==> src/rtl/alu_shift_pipe.sv <==
// Two-stage shift/rotate unit (SLL/SRL/SRA/ROL/ROR, RV64 word mode), valid/ready on both sides.
// Left ops are bit-reversed into right funnel shifts; S1 shifts by the low amount bits, S2 finishes.
module alu_shift_pipe #(
  parameter int XLEN    = 64,
  parameter int TAG_W   = 5,
  parameter int SHAMT_W = $clog2(XLEN)
) (
  input  logic               clk,
  input  logic               rst,
  input  logic               flush,
  input  logic               in_valid,
  output logic               in_ready,
  input  logic [2:0]         in_op,
  input  logic               in_word,
  input  logic [XLEN-1:0]    in_src,
  input  logic [SHAMT_W-1:0] in_shamt,
  input  logic [TAG_W-1:0]   in_tag,
  output logic               out_valid,
  input  logic               out_ready,
  output logic [XLEN-1:0]    out_result,
  output logic [TAG_W-1:0]   out_tag
);
  localparam int LO_W = (SHAMT_W + 1) / 2;
  localparam int HI_W = SHAMT_W - LO_W;

  function automatic logic [XLEN-1:0] f_rev(input logic [XLEN-1:0] a);
    for (int i = 0; i < XLEN; i++) f_rev[i] = a[XLEN-1-i];
  endfunction

  function automatic logic [31:0] f_rev32(input logic [31:0] a);
    for (int i = 0; i < 32; i++) f_rev32[i] = a[31-i];
  endfunction

  logic                r_s1_vld;
  logic [2*XLEN-1:0]   r_s1_f;
  logic [HI_W-1:0]     r_s1_amt_hi;
  logic                r_s1_word;
  logic                r_s1_rev;
  logic                r_s1_rsvd;
  logic [TAG_W-1:0]    r_s1_tag;
  logic                r_s2_vld;
  logic [XLEN-1:0]     r_s2_res;
  logic [TAG_W-1:0]    r_s2_tag;

  logic                w_word, w_rev, w_rot, w_sra, w_rsvd;
  logic [SHAMT_W-1:0]  w_amt;
  logic [31:0]         w_b32;
  logic [XLEN-1:0]     w_base, w_lo, w_hi;
  logic                w_s2_adv, w_acc;
  logic [XLEN-1:0]     w_r, w_res;
  logic [31:0]         w_r32;

  assign w_word = (XLEN == 64) && in_word;
  assign w_rev  = (in_op == 3'd0) || (in_op == 3'd3);
  assign w_rot  = (in_op == 3'd3) || (in_op == 3'd4);
  assign w_sra  = (in_op == 3'd2);
  assign w_rsvd = (in_op > 3'd4);
  assign w_amt  = w_word ? (in_shamt & SHAMT_W'(31)) : in_shamt;

  // Funnel {hi, lo}: hi supplies the bits shifted in from the top (fill or rotate wrap).
  always_comb begin
    w_b32  = w_rev ? f_rev32(in_src[31:0]) : in_src[31:0];
    w_base = w_rev ? f_rev(in_src) : in_src;
    w_lo   = w_base;
    w_hi   = '0;
    if (w_word) begin
      if (w_rot)      w_lo = {(XLEN/32){w_b32}};
      else if (w_sra) w_lo = XLEN'($signed(w_b32));
      else            w_lo = XLEN'(w_b32);
      w_hi = {XLEN{w_sra & in_src[31]}};
    end else if (w_sra) begin
      w_hi = {XLEN{in_src[XLEN-1]}};
    end else if (w_rot) begin
      w_hi = w_base;
    end
  end

  assign w_s2_adv = !r_s2_vld || out_ready;
  assign in_ready = !r_s1_vld || w_s2_adv;
  assign w_acc    = in_valid && in_ready && !flush;

  assign w_r   = XLEN'(r_s1_f >> {r_s1_amt_hi, {LO_W{1'b0}}});
  assign w_r32 = r_s1_rev ? f_rev32(w_r[31:0]) : w_r[31:0];

  always_comb begin
    w_res = r_s1_rev ? f_rev(w_r) : w_r;
    if (r_s1_word) w_res = XLEN'($signed(w_r32));
    if (r_s1_rsvd) w_res = '0;
  end

  always_ff @(posedge clk or posedge rst) begin
    if (rst) begin
      r_s1_vld    <= 1'b0;
      r_s1_f      <= '0;
      r_s1_amt_hi <= '0;
      r_s1_word   <= 1'b0;
      r_s1_rev    <= 1'b0;
      r_s1_rsvd   <= 1'b0;
      r_s1_tag    <= '0;
      r_s2_vld    <= 1'b0;
      r_s2_res    <= '0;
      r_s2_tag    <= '0;
    end else begin
      if (flush)         r_s1_vld <= 1'b0;
      else if (in_ready) r_s1_vld <= in_valid;
      if (w_acc) begin
        r_s1_f      <= {w_hi, w_lo} >> w_amt[LO_W-1:0];
        r_s1_amt_hi <= w_amt[SHAMT_W-1:LO_W];
        r_s1_word   <= w_word;
        r_s1_rev    <= w_rev;
        r_s1_rsvd   <= w_rsvd;
        r_s1_tag    <= in_tag;
      end
      if (flush)         r_s2_vld <= 1'b0;
      else if (w_s2_adv) r_s2_vld <= r_s1_vld;
      if (w_s2_adv && r_s1_vld && !flush) begin
        r_s2_res <= w_res;
        r_s2_tag <= r_s1_tag;
      end
    end
  end

  assign out_valid  = r_s2_vld;
  assign out_result = r_s2_res;
  assign out_tag    = r_s2_tag;
endmodule

==> config.mk <==
export PLATFORM = sky130hd
export DESIGN_NAME = alu_shift_pipe
export DESIGN_NICKNAME = d
export VERILOG_FILES = /design/src/rtl/alu_shift_pipe.sv
export SDC_FILE = /design/constraint.sdc
export NUM_CORES = 1
export LEC_CHECK = 0
export BUFFER_PORTS_ARGS = -buffer_cell sky130_fd_sc_hd__buf_2
export CAP_MARGIN = 20
export CORE_MARGIN = 3
export CORE_UTILIZATION = 50
export CTS_BUF_LIST = sky130_fd_sc_hd__clkbuf_8
export DETAILED_ROUTE_END_ITERATION = 12
export HOLD_SLACK_MARGIN = 0.03
export PLACE_DENSITY = 0.69
export REMOVE_ABC_BUFFERS = 1
export SETUP_SLACK_MARGIN = 0.5
export SLEW_MARGIN = 30
export SYNTH_ARGS = -nofsm -noshare
export SYNTH_HDL_FRONTEND = slang
export SYNTH_SLANG_ARGS = --single-unit
==> constraint.sdc <==
create_clock -name clk -period 13.71 [get_ports clk]
set_clock_uncertainty 0.15 [all_clocks]
set_input_delay 2.742 -clock clk [delete_from_list [all_inputs] [get_ports clk]]
set_output_delay 2.742 -clock clk [all_outputs]
set_load 0.01 [all_outputs]
==> impl_metrics.ini, run 1 <==
[layout]
seq_area_um2 = 5070
multiInputGateArea_um2 = 11700
stdcell_count = 2189
area_growth_pct = 9.37
finalNetCount = 1802
fill_cells = 2998
drive_gt1_share_pct = 29.4
insertedDiodeCount = 0

[clocking]
ctsResizeCount = 0
clock_sinks = 202
cts_root_buffer = clkbuf_8
clk_path_buf_depth = 3
cts_hold_buffers = 0
clk_latency_ps = 550
postCtsSetupRepairBufs = 0
cts_tree = yes
htree_levels = 2
path_clk_slew_ps = 60
cts_buffers = 34

[worst_setup_path]
path_class = input pin to primary output
worstSetupEndpointType = primary output
slowest_stage = nor2b_1
cp.arrival_ps = 3360
cp_common_cell = buf_2
crit_path_max_fanout = 4
path_cells = buf_2 -> nor2b_1 -> nand2_1 -> buf_2
crit_required_ps = 10820
critPathLaunchType = input pin
slowest_delay_ps = 220

[place]
gp_congestion = 1.00
dpl.hpwl_mm = 46.2
io_buffers = 154
dpl.cell_count = 2130
preCtsSetupSlack_ps = 7450

[timing]
fmax_ghz = 0.160
rsz0062_at_grt = false
setup_slack_ps = 7460
min_period_over_period_pct = 45.6
whs_ps = 321
final_hold_viol_count = 0
min_period_ps = 6250
worstMarginPinSlew_ps = 1120
maxSlewHeadroom_pct = 25.0
setup_viol = 0
tns_ps = 0
final-max-slew-violation-count = 0

[yosys]
yosysWarnings = 0
synth-xor-area-share_pct = 0.186
syn_inst = 1696
ys_types = 67
synth-compound-area-share_pct = 23.3
synthAdderAreaFrac_pct = 0
ys_ff_latch = 202
synth_top_family_by_area = multiplexers
postSynthAreaPerCell_um2 = 10.3
syn-cell-area_um2 = 17500
synth_flop_cell = dfrtp_1
synth_edf_count = 0
yosys.area_share.simple_pct = 8.60
async_flop_share_pct = 100
synthMuxAreaShare_pct = 34.1
yosysSeqAreaShare_pct = 28.8

[power_and_ir_drop]
p_sw_share_pct = 37.8
power.internal_uw = 1550
p_leak_uw = 0.00773
p_sw_uw = 942
power_uw = 2490
pwr-share-comb_pct = 40.3
p_clk_share_pct = 24.9
vdd_drop_max_uv = 86.8
seqPwrFrac_pct = 34.9
powerDensity_nw_per_um2 = 130

[floorplan]
coreArea_um2 = 34000
die_area_um2 = 37300
core.rowCount = 67
die_h_um = 193
die_w_um = 193
initial_core_util_pct = 51.5
ioPinCount = 155

[drt]
num_vias = 16125
wl_per_cell_um = 28.5
vias_per_cell = 7.37
dr.pass1.iters = 6
ant_nets = 0
drc_errors = 0
drt_wl_total_mm = 62.3
drt_iter0_markers = 2401

[grt]
grt-ovfl-total = 0
gr-usage-all-layers_pct = 32.4
grt_max_degree = 123
grt_antenna_before_repair = 0
grt_pass1_vias = 15122
grt_pass1_wl_mm = 95.0

[outcome]
outcome = complete, no violations

[job]
cap_violations = 0

[min_path]
min_path_type = flip-flop to flip-flop
[final timing paths]
check / startpoint / end / slack (ps) / cells past startpoint
worst max-delay path: out_ready / in_ready / 7460 / 4
worst min-delay path: out_result[13]$_DFFE_PP0P_ / out_result[13]$_DFFE_PP0P_ / 320 / 2
worst max register to register: r_s1_amt_hi[0]$_DFFE_PP0P_ / out_result[20]$_DFFE_PP0P_ / 9940 / 8
worst min register to register: out_result[13]$_DFFE_PP0P_ / out_result[13]$_DFFE_PP0P_ / 320 / 2
max in group asynchronous: rst / r_s1_amt_hi[0]$_DFFE_PP0P_ / 9460 / 4
min in group asynchronous: rst / out_result[39]$_DFFE_PP0P_ / 2090 / 2
[flip-flops by register name, summed over array words and instances (netlist names)]
register / count
out_result: 64
out_tag: 5
out_valid: 1
r_s1_amt_hi: 3
r_s1_f: 120
r_s1_rev: 1
r_s1_rsvd: 1
r_s1_tag: 5
r_s1_vld: 1
r_s1_word: 1
[cell usage in the layout, fill, tap and decap left out, types with 7 or more instances in the layout]
cell      count
clkbuf_8     40
o21a_1       19
nand2_1     205
a221o_1      17
a22oi_1      40
a211oi_1     15
mux2_2       45
nor2b_1       7
mux2i_1     108
mux4_2      195
buf_2       153
inv_1        21
a21o_1       23
o211ai_1     35
nor3_1        7
nor2_1       81
o21ai_0     133
dfrtp_1     197
a221oi_1     54
a22o_1       64
a21oi_1      53
o22ai_1      23
o221ai_1     44
buf_4        29
a31oi_1      10
[routing by layer]
metal	up-vias	part of all wire (%)	track usage [%]
li1	6830	-	-
met4	0	4.9	12.7
met1	7958	40	47.4
met2	1165	43	47.4
met5	-	0	0
met3	172	12	7.04
[critical path, delay by kind of cell]
kind	cells	cell delay (ps)
buffers and inverters	2	260
and+or+nand+nor	2	360
[kinds of logic after synthesis]
logic type / Yosys count
simple gates: 354
xor+xnor: 2
compound gates: 573
mux: 348
flops: 202
buf+inv: 217
[synthesized netlist by cell type (5+ instances only)]
cell,n,share of area [%]
buf_1,30,0.64
o221ai_1,44,2.2
a221oi_1,54,2.7
a22o_1,64,3.2
nor2b_1,7,0.25
mux2_2,45,2.9
mux2i_1,108,6.2
o21a_1,19,0.81
a221o_1,17,0.97
a21o_1,23,0.99
o21bai_1,6,0.26
a31oi_1,10,0.36
nor2_1,87,1.9
a211oi_1,15,0.64
a21oi_1,53,1.5
o22ai_1,23,0.82
a22oi_1,40,1.7
mux4_2,195,25
o21ai_0,134,3.8
nor3_1,8,0.23
o211ai_1,35,1.5
clkbuf_1,139,3.0
nand2_1,206,4.4
buf_2,27,0.77
dfrtp_1,202,29
inv_1,14,0.30
nand2b_1,6,0.21
o22a_1,6,0.30
and2_1,5,0.18
[cell type report]
type                       count  share of cell area, %
multi-input combinational   1277                   60.8
sequential                   202                   26.4
timing repair buffer         186                   5.45
tap                          448                   2.92
clock buffer                  40                   2.87
clock inverter                19                   1.11
inverter                      17                  0.372
[metrics by stage]
step	instance area (um2)	util, %
floorplan	16700	-
global placement	18400	54.0
detailed placement	18400	54.0
CTS	19200	56.3
global route	19200	56.3
finish	19200	56.3
[power groups by stage]
| stage | clock [uW] | sequential, uW | combinational (uW) |
|---|---|---|---|
| 5_1_grt | 651 | 884 | 1080 |
| 3_5_place_dp | 0 | 875 | 987 |
| 4_1_cts | 624 | 864 | 992 |
| 6_report | 619 | 868 | 1000 |
| 2_1_floorplan | 0 | 889 | 628 |
| 3_3_place_gp | 0 | 868 | 973 |
No activity file was read; power rests on OpenSTA's default activity.
==> run 2, diff against run 1 <==
==> constraint.sdc (replaced) <==
create_clock -name clk -period 5.9 [get_ports clk]
set_clock_uncertainty 0.15 [all_clocks]
set_input_delay 1.18 -clock clk [delete_from_list [all_inputs] [get_ports clk]]
set_output_delay 1.18 -clock clk [all_outputs]
set_load 0.01 [all_outputs]
==> impl_metrics.ini, run 2 (synthesized netlist as in run 1, its figures left out) <==
[outcome]
outcome = complete, no violations

[drt]
dr_wl_met3_mm = 8.48
drc_errors = 0
wl_met2_mm = 26.6
dr.pass1.iters = 6
wl_per_cell_um = 29.0
ant_nets = 0
drt_iter0_markers = 2358
m1WireLength_mm = 24.8
drt_wl_total_mm = 63.9
routed.top_layer = met4
vias_per_cell = 7.45
num_vias = 16377

[timing]
rsz0062_at_grt = false
final_hold_viol_count = 0
final-max-slew-violation-count = 0
whs_ps = 324
setup_viol = 0
min_period_over_period_pct = 71.7
maxSlewHeadroom_pct = 33.6
min_period_ps = 4230
worstMarginPinSlew_ps = 990
fmax_ghz = 0.236

[clocking]
htree_levels = 2
cts_hold_buffers = 0
clock_sinks = 202
cts_root_buffer = clkbuf_8
cts_buffers = 36
path_clk_slew_ps = 60
postCtsSetupRepairBufs = 0
cts_tree = yes
clk_path_buf_depth = 3
ctsResizeCount = 0
clk_latency_ps = 530

[worst_setup_path]
ff2ff_setup_slack_ps = 2430
cp-endpoint = r_s1_f[22]$_DFFE_PP0P_
worstReg2RegEnd = out_result[34]$_DFFE_PP0P_
cp-startpoint = in_op[2]
rr_startpoint = r_s1_amt_hi[0]$_DFFE_PP0P_
cp_common_cell = mux2i_1
slowest_stage = nand2_2
crit_buf_inv = 3
worst_r2r_path_depth = 7
crit_path_max_fanout = 29
cp.depth = 8
crit_required_ps = 6160
path_cells = buf_2 -> inv_2 -> nand2_2 -> buf_4 -> mux2i_1 -> mux2i_1 -> mux4_2 -> a221o_1
cp.arrival_ps = 4490
slowest_delay_ps = 700
path_class = input pin to flip-flop
critPathLaunchType = input pin
worstSetupEndpointType = flip-flop
worst_path_dominant_cell_family = buffers and inverters

[grt]
grt_pass1_wl_mm = 96.9
grt_max_degree = 106
grt_antenna_before_repair = 0
grt_pass1_vias = 15245
gr-usage-all-layers_pct = 33.0
grt-ovfl-total = 0

[layout]
layout_commonest_cell = nand2_1
final_util_pct = 56.3
insertedDiodeCount = 0
largest_reg_flops = 120
area_growth_pct = 9.42
drive_gt1_share_pct = 29.9
layout_common_cells = nand2_1 (204), dfrtp_1 (197), mux4_2 (195), buf_2 (153), o21ai_0 (133)
finalNetCount = 1809
largest-register = r_s1_f

[place]
io_buffers = 154
dpl.hpwl_mm = 47.5
gp_congestion = 1.04

[min_path]
min_path_cells = 2
min_path_type = flip-flop to flip-flop

[power_and_ir_drop]
power_uw = 5720
powerDensity_nw_per_um2 = 298
p_leak_uw = 0.00776
vdd_drop_max_uv = 161

[floorplan]
coreArea_um2 = 34000
core.rowCount = 67
initial_core_util_pct = 51.5
die_area_um2 = 37300
die_w_um = 193
ioPinCount = 155
die_h_um = 193

[job]
cap_violations = 0
-- run 2: final cells by class --
class,instances,area (um2)
Clock buffer,46,633
Clock inverter,18,104
Fill cell,3066,14900
Inverter,17,71.3
Multi-Input combinational cell,1277,11700
Sequential cell,202,5070
Tap cell,448,561
Timing Repair Buffer,191,1060
-- run 2: how the worst min path moves through the flow --
stage | from | to | slack [ps]
after floorplan | r_s1_tag[0]$_DFFE_PP0P_ | r_s1_tag[0]$_DFFE_PP0P_ | 290
final | out_result[60]$_DFFE_PP0P_ | out_result[60]$_DFFE_PP0P_ | 320
after global routing | out_result[60]$_DFFE_PP0P_ | out_result[60]$_DFFE_PP0P_ | 340
after CTS | r_s1_tag[2]$_DFFE_PP0P_ | r_s1_tag[2]$_DFFE_PP0P_ | 330
after detailed placement | r_s1_tag[1]$_DFFE_PP0P_ | r_s1_tag[1]$_DFFE_PP0P_ | 310
after global placement | r_s1_tag[4]$_DFFE_PP0P_ | r_s1_tag[4]$_DFFE_PP0P_ | 310
-- run 2: where the power goes --
part           internal [uW]  switching (uW)
Sequential              1690             353
Combinational           1070            1240
Clock                    745             615
Total                   3510            2210
-- run 2: worst register-to-register path, cell delays in order, from the launching register on --
cell     delay, ps
dfrtp_4        770
mux4_2         620
mux2i_1        350
nor2b_1        120
o21ai_2        660
buf_4          320
o21ai_0        120
a22o_1         250
-- run 2: stage by stage --
stage                     std cells  setup TNS [ps]  cell area (um2)  worst slack (ps)
after floorplan                1496         -214790            16700              -941
after global placement         2134               0            18400              1300
after detailed placement       2135               0            18400              1210
after CTS                      2199               0            19200              1740
after global routing           2199               0            19200              1510
final                          2199               0            19200              1670
-- run 2: layer usage --
layer	GRT usage [%]	vias to the layer above
li1	-	6842
met1	47.3	8067
met2	46.5	1232
met3	8.71	236
met4	16.4	0
met5	0	-
